$ cat config.mk
export PLATFORM = sky130hd
export DESIGN_NAME = ssd_scan_ctrl
export DESIGN_NICKNAME = d
export VERILOG_FILES = /design/src/rtl/ssd_scan_ctrl.sv
export SDC_FILE = /design/constraint.sdc
export NUM_CORES = 1
export LEC_CHECK = 0
export ABC_CLOCK_PERIOD_IN_PS = 2100
export CORE_ASPECT_RATIO = 1.5
export CORE_MARGIN = 5
export CORE_UTILIZATION = 45
export DETAILED_ROUTE_END_ITERATION = 8
export GPL_TIMING_DRIVEN = 0
export PLACE_DENSITY = 0.66
export SLEW_MARGIN = 25
export SYNTH_ARGS = -nofsm -noshare
export SYNTH_HDL_FRONTEND = slang
export SYNTH_SLANG_ARGS = --single-unit
$ cat constraint.sdc
create_clock -name clk -period 2.1 [get_ports clk]
set_clock_uncertainty 0.05 [all_clocks]
set_input_delay 0.42 -clock clk [delete_from_list [all_inputs] [get_ports clk]]
set_output_delay 0.42 -clock clk [all_outputs]
set_load 0.005 [all_outputs]
$ cat src/rtl/ssd_scan_ctrl.sv
// ssd_scan_ctrl: multiplexed four-digit seven-segment scan controller.
// Scans the digits round-robin. Display updates are applied only at frame
// boundaries, so one scan frame never mixes old and new values. Digits can
// optionally blink.
//
// Ports:
//   clk          system clock, all logic on the rising edge
//   rst          synchronous active-high reset
//   ssd[19:0]    four 5-bit character codes, [19:15] = digit 3 ... [4:0] = digit 0
//   upd          one-cycle request to load ssd into the display
//   blink_mask   bit i set -> digit i blinks
//   ack          one-cycle pulse once a requested value is being displayed
//   active_digit active-low digit enables, exactly one bit low
//   seven_in     character code for the enabled digit
//   frame        one-cycle pulse during each frame-boundary cycle
module ssd_scan_ctrl #(
  parameter int unsigned SCAN_DIV     = 100000,
  parameter int unsigned BLINK_FRAMES = 125
) (
  input  logic        clk,
  input  logic        rst,
  input  logic [19:0] ssd,
  input  logic        upd,
  input  logic [3:0]  blink_mask,
  output logic        ack,
  output logic [3:0]  active_digit,
  output logic [4:0]  seven_in,
  output logic        frame
);

  localparam int unsigned CNT_W  = (SCAN_DIV > 1) ? $clog2(SCAN_DIV) : 1;
  localparam int unsigned FCNT_W = 8;
  localparam logic [CNT_W-1:0]  CNT_MAX  = CNT_W'(SCAN_DIV - 1);
  localparam logic [FCNT_W-1:0] FCNT_MAX = FCNT_W'(BLINK_FRAMES - 1);

  localparam logic [4:0]  BLANK   = 5'b10101;
  localparam logic [19:0] BLANK_4 = {BLANK, BLANK, BLANK, BLANK};

  // scan FSM: one state per enabled digit
  localparam logic [1:0] IDX0 = 2'd0;
  localparam logic [1:0] IDX1 = 2'd1;
  localparam logic [1:0] IDX2 = 2'd2;
  localparam logic [1:0] IDX3 = 2'd3;

  // pending-update FSM
  localparam logic [0:0] IDLE = 1'b0;
  localparam logic [0:0] PEND = 1'b1;

  logic [CNT_W-1:0]  cnt,       cnt_n;
  logic [1:0]        idx,       idx_n;
  logic [0:0]        pend,      pend_n;
  logic [FCNT_W-1:0] fcnt,      fcnt_n;
  logic              phase,     phase_n;
  logic [19:0]       shadow,    shadow_n;
  logic [19:0]       pending,   pending_n;
  logic              ack_n;
  logic              frame_n;
  logic [3:0]        active_n;
  logic [4:0]        seven_n;
  logic [4:0]        code;
  logic              tick;
  logic              boundary;

  // State register
  always_ff @(posedge clk) begin
    if (rst) begin
      cnt          <= '0;
      idx          <= IDX0;
      pend         <= IDLE;
      fcnt         <= '0;
      phase        <= 1'b0;
      shadow       <= BLANK_4;
      pending      <= BLANK_4;
      ack          <= 1'b0;
      frame        <= 1'b0;
      active_digit <= 4'b1110;
      seven_in     <= BLANK;
    end else begin
      cnt          <= cnt_n;
      idx          <= idx_n;
      pend         <= pend_n;
      fcnt         <= fcnt_n;
      phase        <= phase_n;
      shadow       <= shadow_n;
      pending      <= pending_n;
      ack          <= ack_n;
      frame        <= frame_n;
      active_digit <= active_n;
      seven_in     <= seven_n;
    end
  end

  // Next-state and output logic
  always_comb begin
    cnt_n     = cnt;
    idx_n     = idx;
    pend_n    = pend;
    fcnt_n    = fcnt;
    phase_n   = phase;
    shadow_n  = shadow;
    pending_n = pending;
    ack_n     = 1'b0;
    code      = BLANK;

    tick     = (cnt == CNT_MAX);
    boundary = tick && (idx == IDX3);

    cnt_n = tick ? '0 : cnt + CNT_W'(1);

    case (idx)
      IDX0:    if (tick) idx_n = IDX1;
      IDX1:    if (tick) idx_n = IDX2;
      IDX2:    if (tick) idx_n = IDX3;
      IDX3:    if (tick) idx_n = IDX0;
      default: idx_n = IDX0;
    endcase

    // Capture requests; a later upd simply overwrites the earlier one
    if (upd) pending_n = ssd;

    case (pend)
      IDLE:    if (upd && !boundary) pend_n = PEND;
      PEND:    if (boundary) pend_n = IDLE;
      default: pend_n = IDLE;
    endcase

    // An upd that lands on the boundary bypasses the pending register
    if (boundary) begin
      if (upd) begin
        shadow_n = ssd;
        ack_n    = 1'b1;
      end else if (pend == PEND) begin
        shadow_n = pending;
        ack_n    = 1'b1;
      end
    end

    if (boundary) begin
      if (fcnt == FCNT_MAX) begin
        fcnt_n  = '0;
        phase_n = ~phase;
      end else begin
        fcnt_n = fcnt + FCNT_W'(1);
      end
    end

    // Registered frame is high while the state sits on the boundary cycle
    frame_n = (cnt_n == CNT_MAX) && (idx_n == IDX3);

    case (idx)
      IDX0:    code = shadow[4:0];
      IDX1:    code = shadow[9:5];
      IDX2:    code = shadow[14:10];
      IDX3:    code = shadow[19:15];
      default: code = BLANK;
    endcase

    seven_n  = (blink_mask[idx] && phase) ? BLANK : code;
    active_n = ~(4'b0001 << idx);
  end

endmodule

==> metrics, run 1 <==
worst hold endpoint=shadow[12]$_SDFFE_PP1P_; root buf cell=clkbuf_16; critical path class=reg2reg; routed len/inst=~15 um; cell row count=39; Max Freq=around 0.48 GHz; count of pins over their slew limit=0; first-pass GRT wire length=around 13000 um; share of flip-flops with an asynchronous set or reset=0%; drt total wl=between 7000 and 8000 um; Num CTS Buffers=9; grt ovf=0; CTS Buffer Depth=2; via count=2765; worst slew pin tran=709 ps; Post-Syn Area=3500 um^2; IR drop worst, VDD=slightly below 400 uV; htree depth=3; Reg2Reg Capture Point=frame$_SDFF_PP0_; Switch Pwr=0.000740 W; WHS=408 ps; CP Capture Type=flip-flop; GRT Util Overall=17.5%; Die Area=9690 um^2; largest net degree at the start of global routing=16; clock latency on the worst-skew pair=330 ps; yosys warns=0; synth top area cells=dfxtp_1, nor2_1, mux2i_1; r2r setup slk=20 ps; clock-pin slew on the worst setup and hold paths=60 ps; final count of hold timing violations=0; Critical Path Source Type=flip-flop; Final ANT Viol Nets=0; Seq/Total Area, Yosys=between 40 and 50%; Finished Core Util=between 50 and 60%; Sw Share=a little under a quarter; Core Area=~7600 um^2; critical path arrival=roughly 2300 ps; area leader, netlist=dfxtp_1; Filler cells=between 600 and 700; Remaining DRCs=0; Comb power frac=5.5%; Synth Area in Simple Gates=between 20% and 30%; maximum net fanout on the critical path=5; slowest library cell on the worst path=or4_1; hpwl dp=roughly 5600 um; worst r2r src=cnt[6]$_SDFF_PP0_; gpl congestion=a little over 0.9; Pre-antenna DRT Iters=4; CTS tree=done; Nets=between 400 and 500; drt first-iter violations=127; Crit path largest cell delay=between 400 and 500 ps; hold path start=shadow[12]$_SDFFE_PP1P_; RSZ-0062 raised after global routing=true; post-layout instance area=4460 um^2; WP data required=2300 ps; Clock power frac=45.6%; Static Leak=1.59 nW; initial antenna violation count=0; vias in the first global route=roughly 2800; combinational family with the most area after synthesis=simple AND/OR/NAND/NOR gates; number of synthesized flops with an enable pin=0; Synth top cells by count=dfxtp_1, nor2_1, mux2i_1; Synth Area in Compound Gates=under 10%; Reg power frac=between 40% and 50%; P_int=around 0.0024 W; minimum clock period=2080 ps; cells on worst reg2reg path=5; share of cells above drive strength 1=around 17%; ys flop type=dfxtp_1; Final Cycle Share=between 90% and 100%; Mapped Nets=386; Port Buffers=36; syn avg cell area=just under 10 um^2; Synth Instances=approximately 360; Post-DP Area=around 4000 um^2; setup violators final=0; Slew HR=~53%; Area growth syn-to-layout=27.2%; Adder-Cell Fraction of Synth Area=between 1 and 1.5%; proportion of synthesized area in mux cells=10.7%; HP Class=reg2reg; dpl ws=-318 ps; vias per cell=between 5 and 6; hold buffers post-CTS=0; FF+latch count, synth=80; area share of the largest cell type after synthesis=a little under half; outcome=completed; I/O pin cnt=38; clock sinks=80; XOR/XNOR Fraction of Synth Area=5.50%; # diodes=0; power per standard cell area=715 nW/um^2; Synth cell types=52; max-cap violations=0; Die Ht=118 um; Final Worst Setup Slack=between 15 and 20 ps; Min-Delay Path Depth=1; crit path cell chain=nand4bb_4, or3_4, or4_1, a21oi_2, nor4b_4; Initial Util=between 40% and 50%; Die Span X=82.1 um; most frequent cell after synthesis=dfxtp_1
[area by class of cell]
type	count	area (um^2)	share of cell area [%]
Multi-Input combinational cell	244	1830	41.0
Sequential cell	80	1610	36.2
Timing Repair Buffer	50	469	10.5
Clock buffer	9	225	5.05
Tap cell	102	128	2.86
Buffer	17	97.6	2.19
Clock inverter	7	53.8	1.21
Inverter	12	45.0	1.01
[worst max-delay path, delay by kind of cell, from the launching register on]
kind,cells,cell delay [ps]
DFF,1,390
and+or+nand+nor,4,1350
AOI/OAI and AO/OA,1,200
[through the flow]
stage	std cells	power (W)	TNS, ps
after CTS	521	0.00321	0
final	521	0.00319	0
after global routing	521	0.00331	-32.2
after floorplan	356	0.00168	0
after detailed placement	494	0.00176	-6990
after global placement	494	0.00176	-6030
[logic make-up (layout without fill, tap and decap cells)]
group           count (synthesis)  count (layout)
flops                          80              80
xor+xnor                       22              22
simple gates                  153             153
compound gates                 36              36
fa+ha+maj                       3               3
buf+inv                        32              95
mux                            30              30
[layer usage]
metal | wire [um] | global-route usage, % | vias up
met3 | 365 | 5.51 | 20
met5 | 0 | 0 | -
met1 | 3230 | 19.6 | 1313
met2 | 4060 | 30.0 | 67
li1 | - | - | 1365
met4 | 240 | 7.07 | 0
[cells in the final DEF (no fill, tap or decap), types with 3 or more instances in the layout]
cell type | Yosys | layout
mux2i_1 | 23 | 23
and2_1 | 4 | 4
nor4_1 | 8 | 6
buf_6 | 3 | 4
nor2_1 | 64 | 64
clkbuf_16 | 0 | 9
nand3_1 | 8 | 8
nand4_1 | 9 | 9
a21oi_1 | 6 | 6
xnor2_1 | 13 | 13
nand2b_1 | 15 | 15
clkinvlp_4 | 0 | 3
nor3_1 | 4 | 4
nand2_1 | 12 | 11
dfxtp_1 | 80 | 75
buf_4 | 1 | 15
clkdlybuf4s50_1 | 0 | 36
a211o_1 | 12 | 12
inv_1 | 12 | 12
dfxtp_2 | 0 | 3
xor2_1 | 9 | 9
nor4_4 | 2 | 3
or3_1 | 3 | 3
mux4_2 | 6 | 6
inv_6 | 0 | 3
or4_1 | 5 | 4
a211oi_1 | 8 | 8
clkbuf_1 | 8 | 7
[worst max-delay path by stage]
stage                                  from                       to  slack [ps]  cells past startpoint
after floorplan           cnt[0]$_SDFF_PP0_   shadow[0]$_SDFFE_PP1P_           4                      7
after global placement                  upd  shadow[12]$_SDFFE_PP1P_        -290                      6
after global routing      cnt[0]$_SDFF_PP0_         frame$_SDFF_PP0_         -30                      7
after CTS                 cnt[0]$_SDFF_PP0_  shadow[15]$_SDFFE_PP1P_           7                      7
final                     cnt[6]$_SDFF_PP0_         frame$_SDFF_PP0_          20                      5
after detailed placement                upd  shadow[15]$_SDFFE_PP1P_        -320                      6
[state kept, by name (all words and copies together), names as in the netlist]
name / count
frame: 1
cnt: 17
shadow: 20
phase: 1
fcnt: 8
seven_in: 5
pend: 1
ack: 1
pending: 20
idx: 2
active_digit: 4
[power groups by stage]
stage	clock network (W)	logic [W]	registers, W
after global placement	0	0.000162	0.00160
after CTS	0.00148	0.000176	0.00156
after global routing	0.00155	0.000193	0.00156
after floorplan	0	0.0000909	0.00159
after detailed placement	0	0.000164	0.00160
final	0.00146	0.000175	0.00156
[what timing repair did]
action	4_1_cts	5_1_grt
pin swaps	4	4
setup endpoints to repair	37	32
resized for setup	13	9
endpoints found under the hold margin	0	0
setup buffers	12	2
Power figures use the tool's default switching activity.
==> inputs of run 2 (changes only) <==
--- a/config.mk
+++ b/config.mk
@@ -7,7 +7,7 @@
 export LEC_CHECK = 0
 export ABC_CLOCK_PERIOD_IN_PS = 2100
 export CORE_ASPECT_RATIO = 1.5
-export CORE_MARGIN = 5
+export CORE_MARGIN = 10
 export CORE_UTILIZATION = 45
 export DETAILED_ROUTE_END_ITERATION = 8
 export GPL_TIMING_DRIVEN = 0
==> run 2 against run 1 <==
  * Core utilization up 0.90 points
  * Routed wire length up 1.6%
  * Combinational power about the same
  * Critical endpoint unchanged
==> metrics, run 2 (synthesis results as in run 1) <==
WP data required=2290 ps (was 2300 ps); post-layout instance area=4530 um^2 (was 4460 um^2); cell row count=39 (unchanged); Core Area=7610 um^2 (unchanged); Num CTS Buffers=9 (unchanged); gpl congestion=0.912 (was 0.909); Post-DP Area=4010 um^2 (unchanged); CTS tree=done (unchanged); Final ANT Viol Nets=0 (unchanged); drt first-iter violations=105 (was 127); Critical Path Source Type=flip-flop (unchanged); clock latency on the worst-skew pair=340 ps (was 330 ps); GRT Util Overall=14.0% (was 17.5%); clock-pin slew on the worst setup and hold paths=60 ps (about the same); r2r setup slk=7 ps (was 20 ps); vias per cell=5.28 (was 5.31); vias in the first global route=2768 (was 2773); IR drop worst, VDD=478 uV (was 395 uV); critical path class=reg2reg (unchanged); Die Span X=92.1 um (was 82.1 um); hpwl dp=5830 um (was 5560 um); Initial Util=46.0% (unchanged); root buf cell=clkbuf_16 (unchanged); Port Buffers=36 (unchanged); Clock power frac=49.3% (was 45.6%); P_int=0.00269 W (was 0.00245 W); Pre-antenna DRT Iters=4 (unchanged); Reg power frac=45.6% (was 48.9%); Max Freq=0.478 GHz (was 0.480 GHz); routed len/inst=15.3 um (was 15.1 um); final count of hold timing violations=0 (unchanged); drt total wl=8020 um (was 7890 um); Sw Share=21.3% (was 23.2%); most common cell after layout, fill and taps aside=dfxtp_1 (unchanged); CP Capture Type=flip-flop (unchanged); Area growth syn-to-layout=29.1% (was 27.2%); RSZ-0062 raised after global routing=true (unchanged); Finished Core Util=59.5% (was 58.5%); Die Ht=128 um (was 118 um); Final Cycle Share=99.7% (was 99.2%); Remaining DRCs=0 (unchanged); Die Area=11800 um^2 (was 9690 um^2); I/O pin cnt=38 (unchanged); first-pass GRT wire length=13400 um (was 13100 um); Filler cells=677 (was 697); share of cells above drive strength 1=18.8% (was 17.4%); maximum net fanout on the critical path=4 (was 5); CTS Buffer Depth=2 (unchanged); slowest library cell on the worst path=or4_4 (was or4_1); WHS=407 ps (was 408 ps); most frequent cells in the layout=dfxtp_1, nor2_1, clkdlybuf4s50_1 (unchanged); # diodes=0 (unchanged); HP Class=reg2reg (unchanged); setup violators final=0 (unchanged); largest net degree at the start of global routing=16 (unchanged); grt ovf=0 (unchanged); power per standard cell area=756 nW/um^2 (was 715 nW/um^2); count of pins over their slew limit=0 (unchanged); crit path cell chain=ha_4, nand4_1, buf_4, or4_4, mux2i_1, a22oi_2, nor4b_4 (was nand4bb_4, or3_4, or4_1, a21oi_2, nor4b_4); Slew HR=49.3% (was 52.7%); clock sinks=80 (unchanged); worst slew pin tran=760 ps (was 709 ps); Static Leak=1.63 nW (was 1.59 nW); via count=2759 (was 2765); minimum clock period=2090 ps (was 2080 ps); initial antenna violation count=0 (unchanged); critical path arrival=2280 ps (about the same); Nets=446 (was 444); Switch Pwr=0.000728 W (was 0.000740 W); Comb power frac=5.2% (was 5.5%); Crit path largest cell delay=500 ps (was 440 ps); max-cap violations=0 (unchanged); outcome=completed (unchanged); htree depth=3 (unchanged); Largest regs=pending (20), shadow (20), cnt (17) (unchanged)
run 2: final cells by class:
type	instances	area [um^2]	share of cell area, %
Clock buffer	9	225	4.98
Clock inverter	7	105	2.32
Timing Repair Buffer	52	480	10.6
Buffer	17	98.8	2.18
Inverter	12	45.0	0.995
Multi-Input combinational cell	244	1830	40.4
Tap cell	102	128	2.82
Sequential cell	80	1620	35.7
run 2: final timing paths:
| check | startpoint | end | cells past startpoint |
|---|---|---|---|
| max | cnt[1]$_SDFF_PP0_ | frame$_SDFF_PP0_ | 7 |
| min | shadow[14]$_SDFFE_PP1P_ | shadow[14]$_SDFFE_PP1P_ | 1 |
| max reg2reg | cnt[1]$_SDFF_PP0_ | frame$_SDFF_PP0_ | 7 |
| min reg2reg | shadow[14]$_SDFFE_PP1P_ | shadow[14]$_SDFFE_PP1P_ | 1 |
run 2: critical path, delay by kind of cell, from the launching register on:
kind            cells  cell delay [ps]
compound gates      1              130
fa+ha+maj           1              150
buf+inv             1              190
flops               1              360
mux                 1              190
simple gates        3              940
run 2: per-layer routing:
layer  vias to the layer above  global-route usage (%)  share of wire [%]
li1                       1377                       -                  -
met1                      1315                    15.3                 42
met2                        50                    24.8                 53
met3                        17                    3.52                3.8
met4                         0                    6.38                1.9
met5                         -                       0                  0
run 2: repair_timing:
item | CTS | global route
hold buffers | 0 | 0
resized for setup | 15 | 9
pin swaps | 5 | 6
setup endpoints to repair | 37 | 39
gates cloned | 0 | 0
hold endpoints to repair | 0 | 0
setup buffers | 13 | 3
run 2: metrics by stage:
| step | std cells | total power, W | TNS, ps | worst slack [ps] |
|---|---|---|---|---|
| after floorplan | 356 | 0.00168 | 0 | 4.02 |
| after global placement | 494 | 0.00176 | -6090 | -297 |
| after detailed placement | 494 | 0.00176 | -6390 | -330 |
| after CTS | 522 | 0.00345 | 0 | 6.96 |
| after global routing | 523 | 0.00354 | -82.9 | -63.8 |
| final | 523 | 0.00342 | 0 | 6.63 |
run 2: power by group through the flow:
stage / combinational, W / sequential (W) / clock [W]
floorplan: 0.0000909 / 0.00159 / 0
CTS: 0.000177 / 0.00156 / 0.00172
global placement: 0.000162 / 0.00160 / 0
global route: 0.000196 / 0.00156 / 0.00178
detailed placement: 0.000164 / 0.00160 / 0
finish: 0.000176 / 0.00156 / 0.00169
==> inputs of run 3 (changes only) <==
--- a/config.mk
+++ b/config.mk
@@ -6,12 +6,11 @@
 export NUM_CORES = 1
 export LEC_CHECK = 0
 export ABC_CLOCK_PERIOD_IN_PS = 2100
-export CORE_ASPECT_RATIO = 1.5
 export CORE_MARGIN = 10
-export CORE_UTILIZATION = 45
+export CORE_UTILIZATION = 50
 export DETAILED_ROUTE_END_ITERATION = 8
 export GPL_TIMING_DRIVEN = 0
-export PLACE_DENSITY = 0.66
+export PLACE_DENSITY = 0.73
 export SLEW_MARGIN = 25
 export SYNTH_ARGS = -nofsm -noshare
 export SYNTH_HDL_FRONTEND = slang
==> run 3 against run 2 <==
  * Worst setup slack improved by 6.5 ps
  * Fmax rose by 0.31%
  * Core utilization rose by 6.2 points
  * Routed wire length rose by 2.4%
  * Cell count fell by 0.38%
  * Register-to-register slack barely moved
  * Sequential share of layout area rose by 0.52 points
  * Via count rose by 2.0%
  * Critical endpoint unchanged
  * Flip-flop and latch count did not move
  * Combinational power barely moved
==> metrics, run 3 (synthesis results as in run 1) <==
worst slew pin tran=579 ps (was 760 ps); Num CTS Buffers=9 (unchanged); gpl congestion=0.862 (was 0.912); clock sinks=80 (unchanged); share of cells above drive strength 1=20.0% (was 18.8%); critical path class=reg2reg (unchanged); CTS Buffer Depth=2 (unchanged); minimum clock period=2090 ps (about the same); Slew HR=61.4% (was 49.3%); cells on worst reg2reg path=7 (unchanged); initial antenna violation count=0 (unchanged); count of pins over their slew limit=0 (unchanged); htree depth=3 (unchanged); CP Capture Type=flip-flop (unchanged); dpl ws=-360 ps (was -330 ps); Die Span X=104 um (was 92.1 um); WP data required=2310 ps (was 2290 ps); via count=2815 (was 2759); most frequent cells in the layout=dfxtp_1, nor2_1, clkdlybuf4s50_1 (unchanged); maximum net fanout on the critical path=3 (was 4); Pre-antenna DRT Iters=4 (unchanged); most common cell after layout, fill and taps aside=dfxtp_1 (unchanged); Final Cycle Share=99.4% (was 99.7%); I/O pin cnt=38 (unchanged); drt total wl=8210 um (was 8020 um); outcome=completed (unchanged); Final ANT Viol Nets=0 (unchanged); largest net degree at the start of global routing=16 (unchanged); Min-Delay Path Depth=1 (unchanged); IR drop worst, VDD=341 uV (was 478 uV); Critical Path Source Type=flip-flop (unchanged); GRT Util Overall=14.7% (was 14.0%); Finished Core Util=65.7% (was 59.5%); Core Area=6790 um^2 (was 7610 um^2); power per standard cell area=678 nW/um^2 (was 756 nW/um^2); Filler cells=554 (was 677); root buf cell=clkbuf_8 (was clkbuf_16); cell row count=30 (was 39); # diodes=0 (unchanged); HP Class=reg2reg (unchanged); Max Freq=0.479 GHz (was 0.478 GHz); Port Buffers=36 (unchanged); max-cap violations=0 (unchanged); clock-pin slew on the worst setup and hold paths=80 ps (was 60 ps); critical path arrival=2300 ps (was 2280 ps); Die Ht=104 um (was 128 um); vias per cell=5.40 (was 5.28); clock latency on the worst-skew pair=350 ps (was 340 ps); Die Area=10800 um^2 (was 11800 um^2); routed len/inst=15.8 um (was 15.3 um); Static Leak=1.60 nW (was 1.63 nW); setup violators final=0 (unchanged); first-pass GRT wire length=13300 um (was 13400 um); final count of hold timing violations=0 (unchanged); Remaining DRCs=0 (unchanged); Largest regs=pending (20), shadow (20), cnt (17) (unchanged); Area growth syn-to-layout=27.3% (was 29.1%); grt ovf=0 (unchanged); Initial Util=51.6% (was 46.0%); vias in the first global route=2733 (was 2768); drt first-iter violations=141 (was 105); hpwl dp=5380 um (was 5830 um); Nets=450 (was 446); CTS tree=done (unchanged); Final Worst Setup Slack=13.2 ps (was 6.63 ps); RSZ-0062 raised after global routing=true (unchanged)
==> run 3: changes by cell type in the layout (fill, tap and decap cells not counted), sizes merged <==
cell / delta
buf: +3
clkinv: -2
clkbuf: +1
clkinvlp: +1
inv: +1
==> run 3: final timing paths <==
path	slack [ps]	end	from
hold / removal	410	shadow[14]$_SDFFE_PP1P_	shadow[14]$_SDFFE_PP1P_
hold reg to reg	410	shadow[14]$_SDFFE_PP1P_	shadow[14]$_SDFFE_PP1P_
setup / recovery	10	frame$_SDFF_PP0_	cnt[0]$_SDFF_PP0_
setup reg to reg	10	frame$_SDFF_PP0_	cnt[0]$_SDFF_PP0_
==> run 3: what timing repair did <==
| action | 4_1_cts | 5_1_grt |
|---|---|---|
| buffers inserted | 14 | 5 |
| pin swaps | 5 | 5 |
| hold buffers | 0 | 0 |
| resized for setup | 12 | 15 |
| setup endpoints to repair | 39 | 31 |
==> run 3: critical path, cell delays in order, from the launching register on <==
cell     delay [ps]
dfxtp_4         360
ha_4            140
nand4_1         160
buf_4           200
or4_4           500
mux2i_2         220
a22oi_2         130
nor4b_4         240
==> run 3: where the power goes <==
| part | total [W] | switching [W] | internal (W) |
|---|---|---|---|
| Sequential | 0.00156 | 0.0000111 | 0.00154 |
| Combinational | 0.000177 | 0.0000864 | 0.0000905 |
| Clock | 0.00129 | 0.000610 | 0.000684 |
==> run 3: stage by stage <==
stage	instance area [um^2]	std cells	total power [W]	hold slack, ps	setup TNS [ps]
6_report	4460	521	0.00303	414	0
5_1_grt	4460	521	0.00312	440	-81.4
4_1_cts	4370	516	0.00304	391	0
3_5_place_dp	4000	488	0.00176	394	-8800
3_3_place_gp	4000	488	0.00176	389	-6940
2_1_floorplan	3520	356	0.00168	380	0
==> run 3: area by class of cell <==
class	instances	area, um^2	share of cell area (%)
clock inverter	7	104	2.33
inverter	12	45.0	1.01
buffer	18	118	2.64
timing repair buffer	55	503	11.3
clock buffer	9	124	2.78
multi-input combinational	244	1830	41.1
sequential	80	1620	36.2
tap	96	120	2.69
==> run 3: routing by layer <==
layer / share of wire [%] / GRT usage [%] / vias to the layer above
li1: - / - / 1379
met1: 46 / 18.4 / 1337
met2: 47 / 23.6 / 78
met3: 4.7 / 3.10 / 21
met4: 2.6 / 6.76 / 0
met5: 0 / 0 / -
